**src/rtl/fetch_buff_responder.sv**
```systemverilog
// Fetch-side instruction buffer responder: queues fetch read strobes in order and
// serves them one at a time from instruction memory, returning word plus tag.
`timescale 1ns/1ps

module fetch_buff_responder #(
   parameter int QDEPTH = 4,
   parameter int QPTR_W = 2
) (
   input  logic        clk,
   input  logic        rst,
   input  logic        buff_rd_en,
   input  logic [31:0] buff_addr,
   input  logic [38:0] buff_tag,
   input  logic        buff_flush,
   output logic        buff_ready,
   output logic        buff_ack,
   output logic [31:0] buff_instr,
   output logic [38:0] buff_tag_out,
   output logic        buff_overflow,
   output logic        mem_rd_en,
   output logic [31:0] mem_addr,
   input  logic        mem_ack,
   input  logic [31:0] mem_rd_data
);

   typedef enum logic [2:0] {
      ST_IDLE,
      ST_REQ,
      ST_WAIT,
      ST_RESP,
      ST_DRAIN
   } state_t;

   state_t r_state;
   state_t w_state_next;

   logic [31:0]       r_q_addr [QDEPTH];
   logic [38:0]       r_q_tag  [QDEPTH];
   logic [QPTR_W-1:0] r_wr_ptr;
   logic [QPTR_W-1:0] r_rd_ptr;
   logic [QPTR_W:0]   r_count;

   logic        w_push;
   logic        w_pop;
   logic        w_load_addr;
   logic        w_latch_resp;
   logic [31:0] w_head_addr;
   logic [38:0] w_head_tag;

   // Ready looks only at the registered count, so a same-cycle pop never frees a slot.
   assign buff_ready  = (r_count < (QPTR_W+1)'(QDEPTH));
   assign w_push      = buff_rd_en & buff_ready & ~buff_flush;
   assign w_pop       = (r_state == ST_WAIT) & mem_ack & ~buff_flush;
   assign w_head_addr = r_q_addr[r_rd_ptr];
   assign w_head_tag  = r_q_tag[r_rd_ptr];

   assign mem_rd_en = (r_state == ST_REQ);
   assign buff_ack  = (r_state == ST_RESP);

   genvar gi;
   generate
      for (gi = 0; gi < QDEPTH; gi++) begin : g_entry
         always_ff @(posedge clk) begin
            if (w_push && (r_wr_ptr == QPTR_W'(gi))) begin
               r_q_addr[gi] <= buff_addr;
               r_q_tag[gi]  <= buff_tag;
            end
         end
      end
   endgenerate

   always_ff @(posedge clk or posedge rst) begin
      if (rst) begin
         r_wr_ptr <= '0;
         r_rd_ptr <= '0;
         r_count  <= '0;
      end else if (buff_flush) begin
         r_wr_ptr <= '0;
         r_rd_ptr <= '0;
         r_count  <= '0;
      end else begin
         if (w_push) begin
            r_wr_ptr <= r_wr_ptr + 1'b1;
         end
         if (w_pop) begin
            r_rd_ptr <= r_rd_ptr + 1'b1;
         end
         case ({w_push, w_pop})
            2'b10:   r_count <= r_count + 1'b1;
            2'b01:   r_count <= r_count - 1'b1;
            default: r_count <= r_count;
         endcase
      end
   end

   // A strobe coinciding with flush is simply dropped and does not count as overflow.
   always_ff @(posedge clk or posedge rst) begin
      if (rst) begin
         buff_overflow <= 1'b0;
      end else if (buff_rd_en && !buff_ready && !buff_flush) begin
         buff_overflow <= 1'b1;
      end
   end

   always_ff @(posedge clk or posedge rst) begin
      if (rst) begin
         r_state <= ST_IDLE;
      end else begin
         r_state <= w_state_next;
      end
   end

   always_comb begin
      w_state_next = r_state;
      w_load_addr  = 1'b0;
      w_latch_resp = 1'b0;
      case (r_state)
         ST_IDLE: begin
            if (!buff_flush && (r_count != '0)) begin
               w_state_next = ST_REQ;
               w_load_addr  = 1'b1;
            end
         end
         ST_REQ: begin
            w_state_next = buff_flush ? ST_DRAIN : ST_WAIT;
         end
         ST_WAIT: begin
            // Flush together with the ack consumes that ack, so no drain is needed.
            if (mem_ack) begin
               w_state_next = buff_flush ? ST_IDLE : ST_RESP;
               w_latch_resp = ~buff_flush;
            end else if (buff_flush) begin
               w_state_next = ST_DRAIN;
            end
         end
         ST_RESP: begin
            if (!buff_flush && (r_count != '0)) begin
               w_state_next = ST_REQ;
               w_load_addr  = 1'b1;
            end else begin
               w_state_next = ST_IDLE;
            end
         end
         ST_DRAIN: begin
            if (mem_ack) begin
               w_state_next = ST_IDLE;
            end
         end
         default: begin
            w_state_next = ST_IDLE;
         end
      endcase
   end

   always_ff @(posedge clk or posedge rst) begin
      if (rst) begin
         mem_addr     <= '0;
         buff_instr   <= '0;
         buff_tag_out <= '0;
      end else begin
         if (w_load_addr) begin
            mem_addr <= w_head_addr & 32'hFFFF_FFFC;
         end
         if (w_latch_resp) begin
            buff_instr   <= mem_rd_data;
            buff_tag_out <= w_head_tag;
         end
      end
   end

endmodule
```
**config.mk**
```make
export PLATFORM = sky130hd
export DESIGN_NAME = fetch_buff_responder
export DESIGN_NICKNAME = d
export VERILOG_FILES = /design/src/rtl/fetch_buff_responder.sv
export SDC_FILE = /design/constraint.sdc
export NUM_CORES = 1
export LEC_CHECK = 0
export ABC_CLOCK_PERIOD_IN_PS = 12600
export CORE_MARGIN = 2
export CORE_UTILIZATION = 34
export DETAILED_ROUTE_END_ITERATION = 12
export PLACE_DENSITY = 0.6
export SYNTH_ARGS = -nofsm -noshare
export SYNTH_HDL_FRONTEND = slang
export SYNTH_SLANG_ARGS = --single-unit
```
**constraint.sdc**
```tcl
create_clock -name clk -period 12.6 [get_ports clk]
set_clock_uncertainty 0.2 [all_clocks]
set_input_delay 3.78 -clock clk [delete_from_list [all_inputs] [get_ports clk]]
set_output_delay 3.78 -clock clk [all_outputs]
set_load 0.01 [all_outputs]
```
==> results by group, run 1 <==
Clocking
  – Cells resized by post-CTS repair: 0
  – Max clock buf depth: 3
  – Clock tree from TritonCTS: yes
  – Latest clock arrival within the worst-skew pair: 0.56 ns
  – Clock root buffer master: sky130_fd_sc_hd__clkbuf_16
  – Clk slew on worst S/H paths: 0.06 ns
  – Number of buffers created by CTS: 43
  – Maximum level of the CTS H-tree: 2
  – Clk sink count: 388
  – Post-CTS setup buffers: 0
  – Number of hold buffers added after cts: 0

Placed design
  – Worst slack at placement: 5.86 ns
  – Placed cell area: 17200 um^2
  – Detailed-placement wirelength estimate: 16700 um
  – Number of input and output port buffers inserted: 210
  – Final RePlAce weighted congestion: 0.671
  – Number of instances in the placed design: 1380

Routing
  – Per-cell via count in the routed design: 4.75
  – Count of vias placed by the detailed router: 6923
  – Final routed wire length divided by cell count: 20.4 um
  – Initial DRC Count: 314
  – Detailed-routed wire length on met3: 2140 um
  – Total wire length: 29800 um
  – Post-route antenna net violation count: 0
  – Top routing layer used: met5
  – 1st-pass router iterations: 4
  – Routed length on met1: 12700 um
  – Met2 Routed Length: 14300 um
  – Post-route DRC: 0

STA
  – Tcrit/Tclk final: 48.4%
  – Actual transition at the worst max-transition pin: 0.846 ns
  – Achievable Freq: 0.164 GHz
  – Worst slew margin: 43.6%
  – Number of failing hold endpoints at the final stage: 0
  – Final setup violation count: 0
  – Summed negative setup slack over all endpoints: 0 ns
  – Unrepaired setup endpoints after global routing: false
  – Final count of pins violating max slew: 0
  – Tmin final: 6.10 ns
  – Min setup slack post-route: 6.50 ns
  – Post-Route Hold Slack: 0.291 ns

Power and ir drop
  – Combinational power share: 23.8%
  – Register share of total power: 44.7%
  – Internal power contribution: 2.86 mW
  – Switching part of the total: 24.8%
  – Final total power: 3.80 mW
  – Clock share of power: 31.6%
  – Switching pwr: 0.945 mW
  – Max IR drop VDD: 0.109 mV
  – Leakage power summed over all cells: 6.50 nW
  – Power per unit of standard cell area: 205 nW/um^2

Synth
  – Number of flops mapped to enable cells by yosys: 276
  – Share of async-settable or async-resettable flops after synthesis: 28.9%
  – Top flip-flop cell by instance count after synthesis: sky130_fd_sc_hd__edfxtp_1
  – Number of register bits inferred by synthesis: 388
  – Share of the synthesized area in the top cell type: 56.8%
  – Number of unique standard cell types used by synthesis: 41
  – Post-synth top area cell: sky130_fd_sc_hd__edfxtp_1
  – Gate count of the mapped netlist: 655
  – Ys Warns: 0
  – Post-Syn Area: 14600 um^2
  – Average footprint of a synthesized cell: 22.3 um^2
  – Largest cells by area after synthesis: sky130_fd_sc_hd__edfxtp_1 57%, sky130_fd_sc_hd__dfrtp_1 19%, sky130_fd_sc_hd__mux4_2 11%, sky130_fd_sc_hd__mux2_2 5.4%, sky130_fd_sc_hd__mux2_4 3.1%
  – Sequential-to-total area share from yosys stat: 76.0%

Flow run
  – Max_cap viols: 0

Setup path
  – Worst path top cell family by delay: buffers and inverters
  – CP Data Required Time: 12.59 ns
  – Critical Path Source Type: primary input
  – Worst path slowest cell: sky130_fd_sc_hd__clkdlybuf4s50_1
  – Buf/Inv on CP: 2
  – Largest incremental delay on the critical path: 0.70 ns
  – CP max FO: 35
  – Worst Reg-to-Reg Cells: 3
  – Cell count along the critical path: 4
  – Ordered list of cells on the worst path: clkdlybuf4s50_1 > nor2_1 > and2_4 > buf_4
  – Kind of critical path: primary input to flip-flop
  – Arrival time of data at the critical path endpoint: 6.09 ns
  – CP endpoint kind: flip-flop

Floorplanning
  – Width of the die: 211 um
  – Floorplan die area: 44600 um^2
  – Initial Util: 34.6%
  – Number of placement rows: 75
  – Die height: 211 um
  – Number of top-level pins: 215
  – Core area: 42100 um^2

Layout
  – Number of non-filler instances in the completed layout: 1458
  – Final std cell area, no fill: 18600 um^2
  – Share of cells above drive strength 1: 27.4%
  – Most frequent cells in the layout: 276 x sky130_fd_sc_hd__edfxtp_1, 210 x sky130_fd_sc_hd__clkdlybuf4s50_1, 110 x sky130_fd_sc_hd__dfrtp_1, 70 x sky130_fd_sc_hd__mux2_2, 69 x sky130_fd_sc_hd__mux4_2
  – Final core occ: 44.1%
  – Area grow syn2layout: 27.4%
  – Final antenna diode count: 0
  – Leading cell type in the layout, fill and taps excluded: sky130_fd_sc_hd__edfxtp_1
  – Net count, final: 999
  – Filler cell count in the final layout: 3674

Global route
  – Leftover overflow at the end of global routing: 0
  – Pin count of the biggest net entering global routing: 64
  – Tot GR Track Use: 13.7%
  – Global-route wire length before repair: 45400 um
  – Number of global-route vias before repair: 7507
  – Antenna violations before repair: 1

Outcome
  – Run status: finished clean

Min path
  – Number of cells on the worst hold path: 1
  – Class of the tightest hold or removal check: flip-flop to flip-flop
## metal layers
layer  global-route usage [%]  vias up
met1                     17.5     3594
met4                     4.57        2
met2                     22.2      203
li1                         -     3081
met5                        0        -
met3                     4.22       43
## sequential cells by signal, summed over array words and instances, names as in the netlist
name	cells
mem_addr	30
r_q_addr	120
r_wr_ptr	2
buff_overflow	1
r_q_tag	156
r_rd_ptr	2
r_count	3
buff_tag_out	39
buff_instr	32
r_state	3
## cell type report
cell class / count / area [um^2] / area share (%)
Timing Repair Buffer: 219 / 2170 / 11.7
Sequential cell: 388 / 11100 / 59.7
Tap cell: 539 / 674 / 3.63
Inverter: 5 / 23.8 / 0.128
Multi-Input combinational cell: 229 / 3250 / 17.5
Clock buffer: 64 / 1260 / 6.77
Clock inverter: 14 / 100 / 0.539
## synthesized netlist by cell type (2+ instances only)
| library cell | count |
|---|---|
| sky130_fd_sc_hd__mux2_4 | 30 |
| sky130_fd_sc_hd__o21ai_0 | 3 |
| sky130_fd_sc_hd__buf_6 | 12 |
| sky130_fd_sc_hd__edfxtp_1 | 276 |
| sky130_fd_sc_hd__clkbuf_1 | 9 |
| sky130_fd_sc_hd__nand2_1 | 8 |
| sky130_fd_sc_hd__buf_4 | 3 |
| sky130_fd_sc_hd__nand4b_1 | 4 |
| sky130_fd_sc_hd__and2_1 | 4 |
| sky130_fd_sc_hd__a21oi_1 | 3 |
| sky130_fd_sc_hd__nor2b_1 | 2 |
| sky130_fd_sc_hd__nor2_1 | 4 |
| sky130_fd_sc_hd__nor3b_1 | 2 |
| sky130_fd_sc_hd__mux4_2 | 69 |
| sky130_fd_sc_hd__buf_2 | 10 |
| sky130_fd_sc_hd__dfrtp_1 | 112 |
| sky130_fd_sc_hd__ha_1 | 4 |
| sky130_fd_sc_hd__inv_1 | 5 |
| sky130_fd_sc_hd__nor3_1 | 4 |
| sky130_fd_sc_hd__mux2_2 | 70 |
## worst reg2reg max path: stages, from the launching register on
cell                      delay [ns]
sky130_fd_sc_hd__dfrtp_4        0.90
sky130_fd_sc_hd__buf_4          0.77
sky130_fd_sc_hd__mux4_2         0.68
sky130_fd_sc_hd__mux2_2         0.28
## power groups by stage
| stage | Clock, mW | Sequential, mW | Combinational (mW) |
|---|---|---|---|
| 2_1_floorplan | 0 | 1.77 | 0.424 |
| 3_3_place_gp | 0 | 1.72 | 0.914 |
| 3_5_place_dp | 0 | 1.73 | 0.921 |
| 4_1_cts | 1.24 | 1.71 | 0.924 |
| 5_1_grt | 1.29 | 1.73 | 0.968 |
| 6_report | 1.20 | 1.70 | 0.904 |
## final timing paths
path / from / to / slack (ns)
min in group asynchronous: rst / mem_addr[7]$_DFFE_PP0P_ / 3.48
setup reg to reg: r_rd_ptr[0]$_DFFE_PP0P_ / buff_tag_out[38]$_DFFE_PP0P_ / 9.67
setup / recovery: buff_flush / r_q_addr[1][16]$_DFFE_PP_ / 6.50
hold / removal: buff_overflow$_DFFE_PP0P_ / buff_overflow$_DFFE_PP0P_ / 0.29
max in group asynchronous: rst / buff_tag_out[31]$_DFFE_PP0P_ / 7.43
hold reg to reg: buff_overflow$_DFFE_PP0P_ / buff_overflow$_DFFE_PP0P_ / 0.29
## cell families after synthesis
family / synth area share, %
adders and majority gates: 0.480
AOI/OAI and AO/OA: 0.480
and+or+nand+nor: 1.56
buffers and inverters: 1.78
xor gates and xnor gates: 0.326
muxes: 19.3
other: 0.0257
DFF: 76.0
Note: power is estimated with default switching activity, not from simulation.
==> run 2, diff against run 1 <==
Settings changed: ABC_CLOCK_PERIOD_IN_PS 12600 to 5600, PLACE_DENSITY 0.6 to 0.62.
Clock period 12.6 ns to 5.6 ns, I/O delays scaled along.
==> run 2 against run 1 <==
Critical path depth down 2; first-iteration DRC count up 27%; non-clock buffer count up 11; final area up 1.3%; final cell count up 0.89%; die area unchanged; register-to-register slack worse by 6.9 ns; critical path type is now flip-flop to primary output; hold slack worse by 0.012 ns; critical endpoint is now mem_rd_en; power up 130%.
==> results by group, run 2 (synthesis results as in run 1) <==
Outcome
  – Run status: finished clean

Global route
  – Tot GR Track Use: 13.7%
  – Number of global-route vias before repair: 7470
  – Antenna violations before repair: 1
  – Leftover overflow at the end of global routing: 0
  – Pin count of the biggest net entering global routing: 75
  – Global-route wire length before repair: 45300 um

Setup path
  – Critical Path Source Type: flip-flop
  – Worst Reg-to-Reg Cells: 3
  – Worst setup slack for register-to-register paths: 2.78 ns
  – Arrival time of data at the critical path endpoint: 1.89 ns
  – Largest incremental delay on the critical path: 0.58 ns
  – CP Data Required Time: 3.72 ns
  – CP endpoint kind: primary output
  – CP max FO: 9
  – Buf/Inv on CP: 1
  – Ordered list of cells on the worst path: nor3b_1 > clkdlybuf4s50_1
  – Kind of critical path: flip-flop to primary output
  – Worst reg2reg path startpoint: r_rd_ptr[0]$_DFFE_PP0P_
  – Worst path slowest cell: sky130_fd_sc_hd__clkdlybuf4s50_1
  – Worst path top cell family by delay: buffers and inverters
  – Crit Reg-Reg Endpoint: buff_tag_out[31]$_DFFE_PP0P_

Clocking
  – Clk sink count: 388
  – Number of hold buffers added after cts: 0
  – Cells resized by post-CTS repair: 0
  – Number of buffers created by CTS: 43
  – Clock root buffer master: sky130_fd_sc_hd__clkbuf_16
  – Post-CTS setup buffers: 0
  – Latest clock arrival within the worst-skew pair: 0.56 ns
  – Maximum level of the CTS H-tree: 2
  – Max clock buf depth: 3
  – Clk slew on worst S/H paths: 0.06 ns
  – Clock tree from TritonCTS: yes

STA
  – Worst slew margin: 48.6%
  – Unrepaired setup endpoints after global routing: false
  – Summed negative setup slack over all endpoints: 0 ns
  – Number of failing hold endpoints at the final stage: 0
  – Final setup violation count: 0
  – Actual transition at the worst max-transition pin: 0.771 ns
  – Tcrit/Tclk final: 67.3%
  – Min setup slack post-route: 1.83 ns
  – Achievable Freq: 0.265 GHz
  – Tmin final: 3.77 ns
  – Final count of pins violating max slew: 0

Min path
  – Number of cells on the worst hold path: 1
  – Min-Delay Endpoint: buff_overflow$_DFFE_PP0P_
  – Class of the tightest hold or removal check: flip-flop to flip-flop
  – Worst hold path startpoint: buff_overflow$_DFFE_PP0P_

Layout
  – Top flop regs: r_q_tag x156, r_q_addr x120, buff_tag_out x39
  – Net count, final: 1010
  – Final std cell area, no fill: 18800 um^2
  – Leading cell type in the layout, fill and taps excluded: sky130_fd_sc_hd__edfxtp_1
  – Final antenna diode count: 0
  – Register with the most flip-flops: r_q_tag
  – Share of cells above drive strength 1: 28.4%
  – Largest register FFs: 156
  – Area grow syn2layout: 29.0%
  – Most frequent cells in the layout: 276 x sky130_fd_sc_hd__edfxtp_1, 210 x sky130_fd_sc_hd__clkdlybuf4s50_1, 110 x sky130_fd_sc_hd__dfrtp_1, 70 x sky130_fd_sc_hd__mux2_2, 69 x sky130_fd_sc_hd__mux4_2

Floorplanning
  – Floorplan die area: 44600 um^2
  – Core area: 42100 um^2
  – Die height: 211 um
  – Number of top-level pins: 215
  – Width of the die: 211 um
  – Number of placement rows: 75
  – Initial Util: 34.6%

Routing
  – 1st-pass router iterations: 4
  – Initial DRC Count: 400
  – Final routed wire length divided by cell count: 20.5 um
  – Post-route antenna net violation count: 0
  – Per-cell via count in the routed design: 4.74
  – Post-route DRC: 0
  – Total wire length: 30200 um
  – Count of vias placed by the detailed router: 6974

Power and ir drop
  – Leakage power summed over all cells: 6.61 nW
  – Max IR drop VDD: 0.351 mV
  – Power per unit of standard cell area: 464 nW/um^2

Placed design
  – Placed cell area: 17400 um^2
  – Detailed-placement wirelength estimate: 17800 um
  – Number of input and output port buffers inserted: 210
  – Final RePlAce weighted congestion: 0.680
  – Worst slack at placement: 1.25 ns

Flow run
  – Max_cap viols: 0
[run 2: power by group]
| group | switching (mW) | internal [mW] |
|---|---|---|
| combinational | 0.760 | 1.29 |
| sequential | 0.270 | 3.56 |
| clock | 1.12 | 1.73 |
[run 2: worst register-to-register path, delay by kind of cell (launching register included)]
family   cells  cell delay [ns]
buf+inv      1             0.70
mux          2             0.89
flops        1             0.92
[run 2: worst max-delay path by stage]
stage | from | endpoint | slack (ns) | depth (start not counted)
finish | r_state[0]$_DFFE_PP0P_ | mem_rd_en | 1.83 | 2
global route | buff_flush | r_q_addr[0][20]$_DFFE_PP_ | 1.68 | 4
CTS | r_state[0]$_DFFE_PP0P_ | mem_rd_en | 1.79 | 2
detailed placement | buff_flush | r_q_addr[0][23]$_DFFE_PP_ | 1.25 | 4
global placement | buff_flush | r_q_addr[0][23]$_DFFE_PP_ | 1.30 | 4
floorplan | rst | buff_instr[0]$_DFFE_PP0P_ | 0.76 | 1
[run 2: final cells by class]
class                           instances  area [um^2]
Clock buffer                           62         1200
Sequential cell                       388        11100
Inverter                                5         23.8
Clock inverter                         18          243
Timing Repair Buffer                  230         2330
Fill cell                            3614        23300
Multi-Input combinational cell        229         3250
Tap cell                              539          674
[run 2: layer usage]
| layer | part of all wire [%] | GRT usage, % | wire length, um | up-vias |
|---|---|---|---|---|
| li1 | - | - | - | 3097 |
| met1 | 44 | 17.8 | 13300 | 3627 |
| met2 | 47 | 21.9 | 14000 | 206 |
| met3 | 7.4 | 4.13 | 2240 | 44 |
| met4 | 2.1 | 4.81 | 636 | 0 |
| met5 | 0 | 0 | 0 | - |
[run 2: through the flow]
stage | power [mW] | hold slack, ns | instances | util, %
floorplan | 4.93 | 0.299 | 656 | -
global placement | 5.95 | 0.260 | 1391 | 41.2
detailed placement | 5.98 | 0.263 | 1391 | 41.2
CTS | 8.88 | 0.280 | 1471 | 44.7
global route | 9.14 | 0.313 | 1471 | 44.7
finish | 8.73 | 0.279 | 1471 | 44.7
